--- src/rtl/muldiv_unit.sv ---
// Iterative RV32M multiply/divide unit: shift-add multiply and restoring divide on
// operand magnitudes, one operation at a time behind a busy/done handshake.
module muldiv_unit #(
    parameter int DATA_WIDTH = 32
) (
    input  logic                  clk,
    input  logic                  rst_n,
    input  logic                  start,
    input  logic [2:0]            funct3,
    input  logic [DATA_WIDTH-1:0] op_a,
    input  logic [DATA_WIDTH-1:0] op_b,
    input  logic [4:0]            rd_in,
    output logic                  busy,
    output logic                  done,
    output logic [DATA_WIDTH-1:0] result,
    output logic [4:0]            rd_out,
    output logic                  wr_en
);
    localparam int W  = DATA_WIDTH;
    localparam int CW = $clog2(DATA_WIDTH) + 1;
    localparam logic [CW-1:0] LAST    = CW'(DATA_WIDTH);
    localparam logic [W-1:0]  MIN_INT = {1'b1, {(W-1){1'b0}}};

    typedef enum logic [1:0] {IDLE, CALC, DONE} state_t;

    state_t          state, state_nxt;
    logic [2:0]      op;
    logic            neg;
    logic [W-1:0]    b_mag;
    logic [2*W-1:0]  acc;
    logic [CW-1:0]   counter;

    logic            busy_nxt, done_nxt, wr_nxt;
    logic            load, step, finish;

    logic            sgn_a_in, sgn_b_in, neg_in;
    logic            div_zero_in, ovf_in, special_in;
    logic [W-1:0]    a_mag_in, b_mag_in, special_val;

    logic [W:0]      mul_sum, div_tmp, div_diff;
    logic            div_q;
    logic [2*W-1:0]  mul_step, div_step, prod;
    logic [W-1:0]    mul_out, div_sel, div_out, calc_out;

    // Operand decode at acceptance: signedness, magnitudes, result sign, special cases
    always_comb begin
        sgn_a_in = 1'b0;
        sgn_b_in = 1'b0;
        case (funct3)
            3'b000, 3'b001, 3'b100, 3'b110: begin
                sgn_a_in = op_a[W-1];
                sgn_b_in = op_b[W-1];
            end
            3'b010: sgn_a_in = op_a[W-1];
            default: begin
                sgn_a_in = 1'b0;
                sgn_b_in = 1'b0;
            end
        endcase
        a_mag_in    = sgn_a_in ? -op_a : op_a;
        b_mag_in    = sgn_b_in ? -op_b : op_b;
        neg_in      = (funct3 == 3'b110) ? sgn_a_in : (sgn_a_in ^ sgn_b_in);
        div_zero_in = funct3[2] && (op_b == '0);
        ovf_in      = funct3[2] && !funct3[0] && (op_a == MIN_INT) && (op_b == '1);
        special_in  = div_zero_in || ovf_in;
        if (div_zero_in)
            special_val = funct3[1] ? op_a : '1;
        else
            special_val = funct3[1] ? '0 : MIN_INT;
    end

    // One multiply or divide iteration, plus the final sign fix / half select
    always_comb begin
        mul_sum  = {1'b0, acc[2*W-1:W]} + (acc[0] ? {1'b0, b_mag} : '0);
        mul_step = {mul_sum, acc[W-1:1]};
        div_tmp  = {acc[2*W-1:W], acc[W-1]};
        div_diff = div_tmp - {1'b0, b_mag};
        div_q    = ~div_diff[W];
        div_step = {(div_q ? div_diff[W-1:0] : div_tmp[W-1:0]), acc[W-2:0], div_q};
        prod     = neg ? -acc : acc;
        mul_out  = (op[1:0] == 2'b00) ? prod[W-1:0] : prod[2*W-1:W];
        div_sel  = op[1] ? acc[2*W-1:W] : acc[W-1:0];
        div_out  = neg ? -div_sel : div_sel;
        calc_out = op[2] ? div_out : mul_out;
    end

    always_comb begin
        state_nxt = state;
        busy_nxt  = 1'b0;
        done_nxt  = 1'b0;
        load      = 1'b0;
        step      = 1'b0;
        finish    = 1'b0;
        case (state)
            IDLE: begin
                if (start) begin
                    load     = 1'b1;
                    busy_nxt = 1'b1;
                    if (special_in) begin
                        state_nxt = DONE;
                        done_nxt  = 1'b1;
                    end else begin
                        state_nxt = CALC;
                    end
                end
            end
            CALC: begin
                busy_nxt = 1'b1;
                // counter == LAST means all iterations are in acc; this edge only writes result
                if (counter == LAST) begin
                    finish    = 1'b1;
                    done_nxt  = 1'b1;
                    state_nxt = DONE;
                end else begin
                    step = 1'b1;
                end
            end
            DONE:    state_nxt = IDLE;
            default: state_nxt = IDLE;
        endcase
        wr_nxt = done_nxt && ((load ? rd_in : rd_out) != 5'd0);
    end

    always_ff @(posedge clk or negedge rst_n) begin
        if (!rst_n) begin
            state <= IDLE;
            busy  <= 1'b0;
            done  <= 1'b0;
            wr_en <= 1'b0;
        end else begin
            state <= state_nxt;
            busy  <= busy_nxt;
            done  <= done_nxt;
            wr_en <= wr_nxt;
        end
    end

    always_ff @(posedge clk or negedge rst_n) begin
        if (!rst_n) begin
            op      <= '0;
            neg     <= 1'b0;
            b_mag   <= '0;
            acc     <= '0;
            counter <= '0;
            result  <= '0;
            rd_out  <= '0;
        end else if (load) begin
            op      <= funct3;
            neg     <= neg_in;
            b_mag   <= b_mag_in;
            acc     <= {{W{1'b0}}, a_mag_in};
            counter <= '0;
            rd_out  <= rd_in;
            if (special_in)
                result <= special_val;
        end else if (step) begin
            acc     <= op[2] ? div_step : mul_step;
            counter <= counter + CW'(1);
        end else if (finish) begin
            result  <= calc_out;
            counter <= '0;
        end
    end

endmodule

--- config.mk ---
export PLATFORM = sky130hd
export DESIGN_NAME = muldiv_unit
export DESIGN_NICKNAME = d
export VERILOG_FILES = /design/src/rtl/muldiv_unit.sv
export SDC_FILE = /design/constraint.sdc
export NUM_CORES = 1
export LEC_CHECK = 0
export CORE_MARGIN = 4
export CORE_UTILIZATION = 35
export CTS_CLUSTER_DIAMETER = 40
export DETAILED_ROUTE_END_ITERATION = 10
export GPL_ROUTABILITY_DRIVEN = 1
export GPL_TIMING_DRIVEN = 0
export SYNTH_ARGS = -nofsm -noshare
export SYNTH_HDL_FRONTEND = slang
export SYNTH_SLANG_ARGS = --single-unit
--- constraint.sdc ---
create_clock -name clk -period 7.6 [get_ports clk]
set_clock_uncertainty 0.05 [all_clocks]
set_input_delay 0.76 -clock clk [delete_from_list [all_inputs] [get_ports clk]]
set_output_delay 0.76 -clock clk [all_outputs]
set_load 0.01 [all_outputs]
==> summary by stage, run 1 <==
Worst setup path
The slowest stage of the critical path is the sky130_fd_sc_hd__clkbuf_1 cell. The kind of start point of the critical path is a flip-flop. The category of the critical setup timing path is reg -> reg.

The required time at the endpoint of the critical path is roughly 8 ns. The critical path goes through buf_2 -> buf_2 -> buf_1 -> buf_2 -> buf_1 -> clkbuf_1 -> mux2i_1 -> ha_1 -> o21ai_0 -> nor2_1 -> nand3_1 -> or3_1 -> or2_2 -> o21ai_0 -> xor2_1 -> o32ai_1 -> o21ai_1. The stage delay of the slowest cell on the critical path is 0.72 ns. Together, buffers and inverters on the worst path number 6.

The worst setup path is captured at a flip-flop. On the critical path the largest part of the delay comes from buffers and inverters. The cell that appears most often on the critical path is sky130_fd_sc_hd__buf_2. For the worst setup path, the data arrival time is between 6 and 7 ns.

In this run the worst path has a maximum fanout of 10.

Flow run
The count of maximum capacitance violations is 1.

Outcome
The checks that failed: capacitance limit, slew limit. The flow ran to the end, but the final reports show violations.

Power and ir drop
The power density over cell area is about 420 nW/um^2. The switching portion of total power is between 50 and 60%. Across the VDD grid, the largest voltage drop is 225.2 uV. The portion of total power attributed to combinational logic is between 60% and 70%. The switching power is 3.854 mW. The leakage power is 6.961 nW. In this run, the clock network consumes between 10% and 20% of the power. Internal power comes to ~3.5 mW. Per report_power, the sequential group accounts for 18.6% of the total.

Floorplan
The count of pins on the block boundary is between 100 and 150. The placeable core area is between 40000 and 50000 sq um. In this run the vertical extent of the chip is ~210 microns. The die covers ~46000 sq um. The number of placement rows is 75. The width of the die is 214.4 microns. For this configuration, the core starts out at a cell density of 35.48%.

Timing
Setup repair after global routing left no endpoint under its margin. The number of max-slew violations in the final report is 11. The final critical path takes up approximately four fifths of the cycle. In the final timing run, aggregate negative setup slack is 0 ns. The final critical delay including setup and external delays is a little over 6 ns. The maximum clock frequency is 0.1612 GHz. The tightest hold path in the finished design has a slack of roughly 0.18 ns. The final-report hold violation count is 0. In this run the tightest slew margin relative to its limit is -4.006%. Setup violations remaining at the end of the flow were counted as 0. At the pin with the least slew margin, the transition time is around 1.6 ns.

CTS
The count of instances resized after the clock tree is built is 0. The number of hold buffers added after CTS is 0. Clock-pin slew was measured on the worst setup and hold paths at roughly 0.070 ns.

The library cell used as clock root buffer is sky130_fd_sc_hd__clkbuf_16. After clock tree synthesis, the setup repair step added 0 buffers. The clock sink count is approximately 150.

The H-tree was split into 4 levels. No sink is reached through more buffers than the 2 on the longest clock path. In this run, CTS created clock tree buffers numbering 17. The clock tree from TritonCTS is yes. The clock reaches the later pin of the worst-skew pair after roughly 0.45 ns.

Yosys
The net count after synthesis is between 2k and 2.5k. The biggest area consumer among synthesized cells is sky130_fd_sc_hd__dfrtp_1. The number of distinct library cells after synthesis is 86. The area share of the leading cell type in the synthesized netlist is between 20% and 30%. The part of the Yosys area used for sequential elements is 24.83%.

The dominant synthesized flop cell is sky130_fd_sc_hd__dfrtp_1. Synthesis produced a netlist whose cell count is a little under 2k. The Yosys step of the flow raised 0 warnings. In this run the cell area of the synthesized design comes to about 15000 sq um. The synthesized design contains 0 enable-type register cells. Each instance of the synthesized netlist takes up on average roughly 7.6 sq um.

The share of flip-flops with an asynchronous set or reset after synthesis is 100.0%. In the post-synthesis netlist, the biggest area contributors are sky130_fd_sc_hd__dfrtp_1 25%, sky130_fd_sc_hd__mux2i_1 6.2%, sky130_fd_sc_hd__xnor2_1 6.1%. The total of flip-flops plus latches after synthesis is about 150.

Routing
Dividing the detail-routed wire length by the instance count gives 23.31 microns. After detailed routing, the number of vias per cell comes to approximately 6. Once detail routing completed, the nets flagged for antenna violations numbered 0. In the routed design, unresolved DRC markers number 0. The count of vias placed by the detailed router is 15.75k. After the first detailed-routing iteration, the DRC count stood at between 1.5k and 2k. The overall routed net length is approximately 60000 microns. The first-pass iteration count of the detailed router is 7.

Global route
Summed over all layers, the global routing overflow is 0. The wire length of the first global-routing pass is between 90000 and 100000 microns. The initial antenna violation count is 1. The number of global-route vias before repair came to approximately 15k. The combined global-route utilization of all metal layers is about a quarter. The maximum number of pins on one net before global-route repair is 93.

Hold path
The tightest min-delay check is of the in -> async type.

Place
The final estimated routing congestion in global placement is ~0.97. The standard cell area after detailed placement is between 15000 and 20000 sq um. Port buffering added 114 buffers.

Once detailed placement completed, the half-perimeter wirelength came to 48210 microns.

Layout
The number of filler cells placed in the layout is between 4k and 5k. Cells with a size suffix above 1 make up 3.702% of the layout. 0 antenna diodes ended up in the layout. The library cell used most frequently in the layout, excluding fill and tap cells, is sky130_fd_sc_hd__nand2_1. The final-stage net count is ~2.2k.

The final design instance area without fill is 17380 sq um. In the layout the commonest cells are 222 x sky130_fd_sc_hd__nand2_1, 187 x sky130_fd_sc_hd__nor2_1, 170 x sky130_fd_sc_hd__o21ai_0. The area growth from synthesis to final layout is 16.52%.
-- layer usage --
layer  global-route usage, %  wire length (microns)
met4                   10.98                   2478
met5                       0                     13
met2                   42.35                  28060
met1                   34.32                  26550
met3                   3.897                   4563
-- cell usage after synthesis, drive strengths merged, types with 17 or more instances --
cell type  count
a211oi        43
a21o          34
a21oi        144
buf           27
clkbuf       106
dfrtp        148
ha            71
inv           68
mux2i         92
nand2        222
nand2b        22
nand3         35
nor2         187
nor3          41
o211ai        19
o21ai        185
o31ai         39
or2           17
xnor2        104
xor2          94
-- path summary, 6_finish.rpt --
| path | from | endpoint | slack [ns] | cells after the start |
|---|---|---|---|---|
| worst max-delay path | op[1] | result[24] | 1.39 | 17 |
| worst min-delay path | rst_n | acc[5] | 0.18 | 1 |
| worst max register to register | op[1] | result[24] | 1.39 | 17 |
| max in group asynchronous | rst_n | b_mag[27] | 6.47 | 2 |
| worst min register to register | result[27] | result[27] | 0.42 | 2 |
| min in group clk | result[27] | result[27] | 0.42 | 2 |
-- flip-flops by register name, indices dropped and copies added (netlist names), 2 cells and up --
signal	cells
result	32
rd_out	5
acc	64
op	3
b_mag	32
counter	6
state	2
-- cell families (layout without fill, tap and decap cells) --
| kind of cell | Yosys count | count (layout) | synth area share [%] |
|---|---|---|---|
| and+or+nand+nor | 645 | 645 | 20.21 |
| AOI/OAI and AO/OA | 594 | 594 | 25.11 |
| buffers and inverters | 202 | 349 | 5.218 |
| xor gates and xnor gates | 198 | 198 | 11.63 |
| DFF | 148 | 148 | 24.83 |
| muxes | 100 | 100 | 6.779 |
| adders and majority gates | 73 | 73 | 6.225 |
-- stage by stage --
step	setup WS, ns	std cells	util (%)	power, mW
2_1_floorplan	3.271	1960	-	4.892
3_3_place_gp	-0.7874	2613	39.79	6.259
3_5_place_dp	1.599	2614	39.87	6.311
4_1_cts	1.543	2646	41.34	7.254
5_1_grt	1.157	2646	41.34	7.875
6_report	1.395	2646	41.34	7.363
-- cell type report --
cell class | count | area, sq um | area share, %
plain buffers | 133 | 519.2 | 2.988
clock buffers | 18 | 439.2 | 2.527
clock inverters | 14 | 176.4 | 1.015
inverters | 69 | 259.0 | 1.490
multi-input cells | 1610 | 10430 | 60.03
flip-flops and latches | 148 | 3704 | 21.31
well taps | 539 | 674.4 | 3.881
repair buffers | 115 | 1174 | 6.754
-- power groups by stage --
stage / combinational [mW] / clock (mW) / sequential [mW]
6_report: 5.07 / 0.922 / 1.37
5_1_grt: 5.51 / 0.965 / 1.40
4_1_cts: 4.97 / 0.933 / 1.36
3_5_place_dp: 4.95 / 0 / 1.37
3_3_place_gp: 4.90 / 0 / 1.36
2_1_floorplan: 3.66 / 0 / 1.24
Note: power is estimated with default switching activity, not from simulation.
==> run 2, diff against run 1 <==
==> constraint.sdc (replaced) <==
create_clock -name clk -period 6 [get_ports clk]
set_clock_uncertainty 0.05 [all_clocks]
set_input_delay 0.6 -clock clk [delete_from_list [all_inputs] [get_ports clk]]
set_output_delay 0.6 -clock clk [all_outputs]
set_load 0.01 [all_outputs]
==> run 2 against run 1 <==
  * The flow still finishes with violations (capacitance limit, slew limit)
  * Die area unchanged
  * Clock-buffer cell count stayed put
  * Wire length hardly changed
  * Critical path type unchanged
==> summary by stage, run 2 (synthesis results as in run 1) <==
CTS
TritonCTS built the clock tree. The clock sink count is 148 (unchanged). The tree is rooted in a sky130_fd_sc_hd__clkbuf_16. The clock-pin slew on the worst setup and hold paths was 0.07 ns (about the same).

The number of hold buffers added after CTS is 0 (unchanged). The H-tree depth was 4 (unchanged). The post-CTS setup buffer count is 0 (unchanged). The clock latency of the later-clocked register in the worst-skew pair is 0.45 ns (about the same). The buffer depth of the longest clock path was 2 (unchanged). The number of buffers created by CTS is 17 (unchanged).

Floorplan
The overall die area is 45980 sq um (unchanged). The effective utilization at floorplan is 35.48% (unchanged). The number of placement rows is 75 (unchanged). The placeable core area came to 42040 sq um (unchanged).

The count of pins on the block boundary is 115 (unchanged). The height of the chip is 214.4 microns (unchanged). The width of the die is 214.4 microns (unchanged).

Timing
The final-report hold violation count is 0 (unchanged). The number of max-slew violations in the final report is 11 (unchanged). The maximum clock frequency came to 0.1819 GHz (+13%). The setup violation total in the final timing report was 0 (unchanged). The final period utilization was 91.61% (+10 points).

Setup repair after global routing left no endpoint under its margin. The worst slew slack as a fraction of its limit is -6.181% (-2.2 points). The final critical delay including setup and external delays is 5.497 ns (-0.7086 ns).

The final setup TNS was 0 ns (unchanged). The slew at the pin closest to its max-slew limit is 1.593 ns (+0.03263 ns).

Worst setup path
The kind of start point of the critical path is a flip-flop. By instance count, the cell type seen most on the critical path is sky130_fd_sc_hd__buf_2. The arrival time at the worst endpoint is 5.82 ns (-0.71 ns). STA classifies the critical path endpoint as a flip-flop. The worst-path maximum fanout was 19 (+9).

The slowest stage of the critical path is the sky130_fd_sc_hd__buf_1 cell. The required time at the endpoint of the critical path is 6.32 ns (-1.60 ns). The category of the critical setup timing path is reg -> reg. The register-to-register setup slack is 0.50 ns (-0.89 ns). Walking the worst path, the cells encountered are buf_2 -> buf_2 -> buf_1 -> buf_2 -> clkbuf_2 -> mux2i_1 -> ha_1 -> o21ai_0 -> nor2_1 -> nand3_1 -> or3_1 -> or2_2 -> o21ai_0 -> xor2_1 -> o32ai_1 -> o21ai_1. The stage delay of the slowest cell on the critical path was 0.60 ns (-0.12 ns).

Routing
The first-pass iteration count of the detailed router is 5 (-2). The wire length per cell after detailed routing was 23.31 microns (about the same). The routed length on met1 is 26400 microns (-0.60%). The vias per cell is 5.938 (-0.27%). The met3 wire length is 4731 microns (+3.7%). The overall routed net length is 61660 microns (about the same). The antenna violation net count after detailed routing is 0 (unchanged). The amount of wire on met2 after detailed routing is 28090 microns (about the same). The number of DRC markers after the initial detailed-route iteration is 1541 (+0.59%). The count of vias placed by the detailed router is 15.71k (-0.31%). In this run the top signal layer used is met5. The number of design rule violations left after detail routing was 0 (unchanged).

Layout
The final-stage net count is 2241 (-0.045%). The register name with the most flops is acc. The largest registers in the layout are acc (64), b_mag (32), result (32).

The filler-free cell count of the finished design is 2645 (-0.038%). The most common library cell in the layout ignoring fill and taps is sky130_fd_sc_hd__nand2_1. The number of flip-flops under the largest register name is 64 (unchanged). The area growth from synthesis to final layout is 16.50% (about the same). The number of antenna repair diodes came to 0 (unchanged). In the layout the commonest cells are 222 x sky130_fd_sc_hd__nand2_1, 187 x sky130_fd_sc_hd__nor2_1, 170 x sky130_fd_sc_hd__o21ai_0. The layout cell share with drive strength beyond 1 came to 3.751% (+0.049 points).

Power and ir drop
The power density over cell area is 536.7 nW/um^2 (+27%). The total power of the final layout is 9.325 mW (+27%). The largest voltage drop on the vdd net is 287.7 uV (+28%).

The leakage power is 6.963 nW (about the same).

Global route
The number of global-route vias before repair is 15.41k (unchanged). The wire length of the first global-routing pass was 93270 microns (unchanged). The remaining global-route overflow is 0 (unchanged). The combined global-route utilization of all metal layers was 25.93% (unchanged).

The initial antenna violation count was 1 (unchanged). The maximum number of pins on one net before global-route repair is 93 (unchanged).

Place
The HPWL reported at the end of detailed placement is 48210 microns (unchanged). The final estimated routing congestion in global placement is 0.9735 (unchanged). The placed cell count is 2614 (unchanged). The number of buffer cells added on primary ports is 114 (unchanged).

Outcome
The final reports fail on capacitance limit, slew limit. The run finished, with violations left.

Hold path
The class of the most critical hold timing path is in -> async.

Flow run
The count of maximum capacitance violations is 1 (unchanged).
==> run 2: routing by layer <==
layer / up-vias / track usage [%]
li1: 7333 / -
met1: 7517 / 34.32
met2: 726 / 42.35
met3: 127 / 3.897
met4: 2 / 10.98
met5: - / 0
==> run 2: final timing paths <==
path,start,endpoint,depth (start not counted)
worst min-delay path,rst_n,acc[5],1
worst min register to register,result[27],result[27],2
worst max register to register,op[1],result[24],16
worst max-delay path,op[1],result[24],16
max in group asynchronous,rst_n,b_mag[27],2
min in group clk,result[27],result[27],2
==> run 2: critical path: cells and delay by family, from the launching register on <==
family / cells / cell delay (ns)
buf+inv: 5 / 2.26
fa+ha+maj: 1 / 0.22
xor+xnor: 1 / 0.17
mux: 1 / 0.30
flops: 1 / 0.47
compound gates: 4 / 0.62
simple gates: 4 / 1.30
==> run 2: layout make-up <==
cell class,instances,area (sq um)
plain buffers,132,516.7
clock buffers,18,439.2
clock inverters,14,176.4
fillers,4328,24660
inverters,69,259.0
multi-input cells,1610,10430
flip-flops and latches,148,3704
well taps,539,674.4
repair buffers,115,1174
==> run 2: what timing repair did <==
action	4_1_cts	5_1_grt
gates cloned	0	0
gates resized for setup	1	0
pin swaps	0	0
setup endpoints to repair	1	6
==> run 2: metrics by stage <==
| step | utilization, % | setup slack [ns] | area, sq um | hold slack (ns) |
|---|---|---|---|---|
| finish | 41.33 | 0.5034 | 17380 | 0.02117 |
| global route | 41.33 | 0.2843 | 17380 | 0.05584 |
| CTS | 41.34 | 0.1961 | 17380 | 0.03409 |
| detailed placement | 39.87 | -0.0005702 | 16760 | 0.4198 |
| global placement | 39.79 | -2.227 | 16730 | 0.4084 |
| floorplan | - | 1.671 | 14910 | 0.2544 |
==> run 2: power breakdown <==
| part | switching (mW) | internal [mW] |
|---|---|---|
| Clock | 0.499 | 0.669 |
| Combinational | 3.97 | 2.46 |
| Sequential | 0.414 | 1.32 |
| Total | 4.88 | 4.45 |
